$ cat src/rtl/call_request_panel.sv
// Holds hall and car button presses as elevator requests and clears each one once it is served.
// Also reports how many requests are pending and flags any request that has waited too long.
module call_request_panel #(
  parameter int WAIT_W   = 6,
  parameter int MAX_WAIT = 40
) (
  input  logic       clk,
  input  logic       reset,
  input  logic [2:0] hall_up_press,
  input  logic [2:0] hall_down_press,
  input  logic [3:0] car_press,
  input  logic [2:0] position,
  input  logic       open,
  input  logic [1:0] direction,
  output logic [2:0] button_up,
  output logic [2:0] button_down,
  output logic [3:0] button_in,
  output logic [3:0] pending_count,
  output logic       stale
);
  localparam int NREQ = 10;
  localparam logic [WAIT_W-1:0] MAX_W = WAIT_W'(MAX_WAIT);

  // Request vector layout: [2:0] hall up, [5:3] hall down, [9:6] car
  logic [NREQ-1:0] press, prev_q, prev_d, req_q, req_d, set_v, clr_v;
  logic [NREQ-1:0][WAIT_W-1:0] ctr_q, ctr_d;
  logic [3:0] cnt_q, cnt_d;
  logic       stale_q, stale_d;
  logic [1:0] fl;
  logic       served, up_ok, dn_ok;

  assign press = {car_press, hall_down_press, hall_up_press};

  always_comb begin
    clr_v  = '0;
    fl     = position[2:1];
    served = open & ~position[0];
    up_ok  = (direction == 2'b01) || (direction == 2'b00);
    dn_ok  = (direction == 2'b10) || (direction == 2'b00);
    for (int i = 0; i < 3; i++) begin
      if (served && up_ok && fl == 2'(i))     clr_v[i]     = 1'b1;
      if (served && dn_ok && fl == 2'(i + 1)) clr_v[3 + i] = 1'b1;
    end
    for (int i = 0; i < 4; i++)
      if (served && fl == 2'(i)) clr_v[6 + i] = 1'b1;
  end

  always_comb begin
    prev_d  = press;
    set_v   = press & ~prev_q;
    req_d   = (req_q | set_v) & ~clr_v;
    cnt_d   = '0;
    stale_d = 1'b0;
    ctr_d   = '0;
    for (int i = 0; i < NREQ; i++) begin
      cnt_d = cnt_d + 4'(req_d[i]);
      if (req_d[i])
        ctr_d[i] = (ctr_q[i] == MAX_W) ? ctr_q[i] : ctr_q[i] + 1'b1;
      // Looks at the current counters, so stale trails the counter by one edge
      if (ctr_q[i] == MAX_W) stale_d = 1'b1;
    end
  end

  always_ff @(posedge clk or posedge reset) begin
    if (reset) begin
      prev_q  <= '0;
      req_q   <= '0;
      ctr_q   <= '0;
      cnt_q   <= '0;
      stale_q <= 1'b0;
    end else begin
      prev_q  <= prev_d;
      req_q   <= req_d;
      ctr_q   <= ctr_d;
      cnt_q   <= cnt_d;
      stale_q <= stale_d;
    end
  end

  assign button_up     = req_q[2:0];
  assign button_down   = req_q[5:3];
  assign button_in     = req_q[9:6];
  assign pending_count = cnt_q;
  assign stale         = stale_q;
endmodule

$ cat config.mk
export PLATFORM = sky130hd
export DESIGN_NAME = call_request_panel
export DESIGN_NICKNAME = d
export VERILOG_FILES = /design/src/rtl/call_request_panel.sv
export SDC_FILE = /design/constraint.sdc
export NUM_CORES = 1
export LEC_CHECK = 0
export CAP_MARGIN = 5
export CORE_ASPECT_RATIO = 1.5
export CORE_MARGIN = 4
export CORE_UTILIZATION = 41
export DETAILED_ROUTE_END_ITERATION = 10
export GPL_TIMING_DRIVEN = 1
export SLEW_MARGIN = 5
export SYNTH_ARGS = -nofsm -noshare
export SYNTH_HDL_FRONTEND = slang
export SYNTH_SLANG_ARGS = --single-unit
$ cat constraint.sdc
create_clock -name clk -period 6.51 [get_ports clk]
set_input_delay 1.302 -clock clk [delete_from_list [all_inputs] [get_ports clk]]
set_output_delay 1.302 -clock clk [all_outputs]
set_load 0.03 [all_outputs]
==> metrics.yaml <==
port_buffers: 32
rsz0062_at_grt: "false"
cts.path.max_buffers: 2
path_clk_slew_ns: 0.06
cpMaxStageDelayCell: "fa_1"
finalSetupViolations: 0
cp_cell_sequence: "clkdlybuf4s50_1 -> nand2b_4 -> or2_4 -> o32ai_4 -> inv_1 -> fa_1 -> inv_1 -> fa_1 -> inv_1 -> fa_1 -> ha_1 -> inv_1 -> fa_1 -> xor2_1"
status: "finished clean"
n_antenna_cell: 0
dp_hpwl_um: 5600
min_path_cells: 2
timing.rr.start: "req_q[0]$_DFF_PP0_"
postRouteAntennaNets: 0
drt_iter0_drc: 147
grt_use_total: 0.144
r2r_cells: 11
clock_latency_ns: 0.34
tightest_slew_ns: 1.06
die_w_um: 90.2
mappedNetlistArea_um2: 4160
tns_ns: 0
ys_seq_area_frac: 0.511
multi_input_area_um2: 1880
cts_tree: "yes"
hold_path_class: "register to register"
regArea_um2: 2130
worstHoldEndpoint: "ctr_q[53]$_DFFE_PP0P_"
worst_hold_slack_ns: 0.548
drt-total-wl_um: 7790
clockRootBuffer: "clkbuf_16"
core_area_um2: 9800
end_kind: "register"
grt_pass1_vias: 2803
grt_max_degree: 86
arrival_ns: 5.10
post-route-period-util: 0.749
synthCells: 378
cts_buffers: 9
postCtsHoldBufs: 0
worstHoldStart: "ctr_q[53]$_DFFE_PP0P_"
via_per_inst: 4.91
pin_count: 33
drive_above_1_share: 0.0892
crit_type: "primary input to register"
fmax_ghz: 0.205
place.gp.congestion: 0.804
drtPass1Iterations: 6
cts-resized-gates: 0
peakVddDrop_mv: 0.199
path_buf_inv: 5
power_leakage_nw: 2.31
powerDensity_nw_per_um2: 384
clock_skew_ns: 0.00544
vias: 2658
syn2layout_area_growth_pct: 19.4
start_util: 0.424
synth_warnings: 0
antenna_found_initial: 0
h-tree-depth: 3
regToRegSetupSlack_ns: 3.21
slew_headroom: 0.295
setup_slack_ns: 1.64
floorplan.die_area_um2: 11900
grt_pass1_wl_um: 13500
rows: 44
crit_required_ns: 6.73
timing.rr.end: "pending_count[2]$_DFF_PP0_"
finalMaxSlewViolations: 0
syn_nets: 424
drv_cap: 0
dp_slack_ns: 1.23
hold_viol: 0
clock_sinks: 85
fill_cells: 879
start_kind: "primary input"
overflow: 0
path_max_fanout: 7
critPathMaxStageDelay_ns: 0.56
path_delay_family: "adder cells"
ys_types: 32
post_cts_buffers: 0
fin_crit_ns: 4.87
ys_ff_latch: 85
avgSynthCellArea_um2: 11.0
fin_nets: 467
fp.dieH_um: 131
drc_errors: 0
post_drt_wl_per_cell_um: 14.4
report_power, final:
part	total (mW)	switching, mW	leakage [nW]	internal [mW]
registers	0.817	0.145	1.05	0.672
clock network	0.577	0.200	0.172	0.377
logic	0.515	0.268	1.08	0.247
routing by layer:
layer | wire, um | part of all wire | global-route usage | vias up
met5 | 0 | 0 | 0 | -
met4 | 196 | 0.025 | 0.0809 | 0
met3 | 258 | 0.033 | 0.0326 | 13
met2 | 3990 | 0.51 | 0.241 | 42
met1 | 3340 | 0.43 | 0.172 | 1291
li1 | - | - | - | 1312
state kept, by name (all words and copies together), names as in the netlist:
name,count
ctr_q,60
pending_count,4
prev_q,10
req_q,10
stale,1
synth_stat cells, drive strengths merged:
cell type / instances / area share
xor2: 24 / 0.051
and3: 6 / 0.0090
xnor2: 20 / 0.042
nor3: 3 / 0.0036
o22ai: 8 / 0.031
nand3: 26 / 0.031
buf: 1 / 0.0027
dfrtp: 85 / 0.51
nor2: 61 / 0.055
nand4b: 2 / 0.0042
ha: 22 / 0.066
fa: 6 / 0.029
nand2b: 7 / 0.013
nand3b: 3 / 0.0054
or4: 1 / 0.0018
o32ai: 2 / 0.011
nand2: 15 / 0.016
mux2i: 6 / 0.014
inv: 38 / 0.034
nor2b: 18 / 0.027
or2: 2 / 0.0042
a21oi: 12 / 0.014
nand4: 5 / 0.0090
or3: 1 / 0.0015
and4bb: 4 / 0.012
worst max-delay path by stage:
stage                     start                          to  slack (ns)  cells after the start
detailed placement         open  pending_count[1]$_DFF_PP0_        1.23                     14
global route               open  pending_count[2]$_DFF_PP0_        1.46                     14
floorplan           position[0]  pending_count[2]$_DFF_PP0_        1.83                     14
finish                     open  pending_count[2]$_DFF_PP0_        1.64                     14
global placement           open  pending_count[2]$_DFF_PP0_        1.32                     14
CTS                        open  pending_count[1]$_DFF_PP0_        1.61                     14
through the flow:
stage | cells | total power [mW] | area, um2 | util
after detailed placement | 525 | 1.35 | 4620 | 0.472
after global placement | 525 | 1.32 | 4620 | 0.472
after CTS | 541 | 1.94 | 4970 | 0.507
final | 541 | 1.91 | 4970 | 0.507
after global routing | 541 | 2.06 | 4970 | 0.507
after floorplan | 378 | 1.19 | 4160 | -
kinds of logic after synthesis:
group,synth area share
adders and majority gates,0.0951
xor gates and xnor gates,0.0927
AOI/OAI and AO/OA,0.0563
muxes,0.0144
DFF,0.511
and+or+nand+nor,0.193
buffers and inverters,0.0370
layout make-up:
type	count	area share
sequential	85	0.428
multi-input combinational	254	0.378
timing repair buffer	33	0.0660
clock buffer	13	0.0564
inverter	38	0.0290
tap	115	0.0290
clock inverter	3	0.0131
worst register-to-register path, cell delays in order (launching register included):
cell and delay (ns):
dfrtp_1 0.42, o32ai_4 0.20, inv_1 0.14, fa_1 0.56, inv_1 0.06, fa_1 0.50
inv_1 0.05, fa_1 0.47, ha_1 0.16, inv_1 0.06, fa_1 0.42, xor2_1 0.15
cells in the final DEF (no fill, tap or decap), types with 2 or more instances in the layout:
cell | synthesis | layout
nand4b_1 | 2 | 2
clkinv_2 | 0 | 2
and4bb_1 | 3 | 3
a21oi_1 | 12 | 12
or2_4 | 2 | 2
ha_1 | 22 | 22
xnor2_1 | 20 | 20
nor2b_1 | 18 | 18
nand3_1 | 26 | 26
clkdlybuf4s50_1 | 0 | 32
nor2_1 | 61 | 61
nand4_1 | 4 | 4
nand2_2 | 4 | 4
nand2b_1 | 5 | 5
fa_1 | 6 | 6
clkbuf_8 | 0 | 4
o22ai_4 | 4 | 4
nand2_1 | 11 | 11
nor3_1 | 3 | 3
dfrtp_1 | 85 | 85
clkbuf_16 | 0 | 9
mux2i_1 | 6 | 6
and3_1 | 6 | 6
o22ai_2 | 4 | 4
inv_1 | 38 | 37
xor2_1 | 24 | 24
bufinv_16 | 0 | 2
nand3b_1 | 3 | 3
No activity file was read; power rests on OpenSTA's default activity.
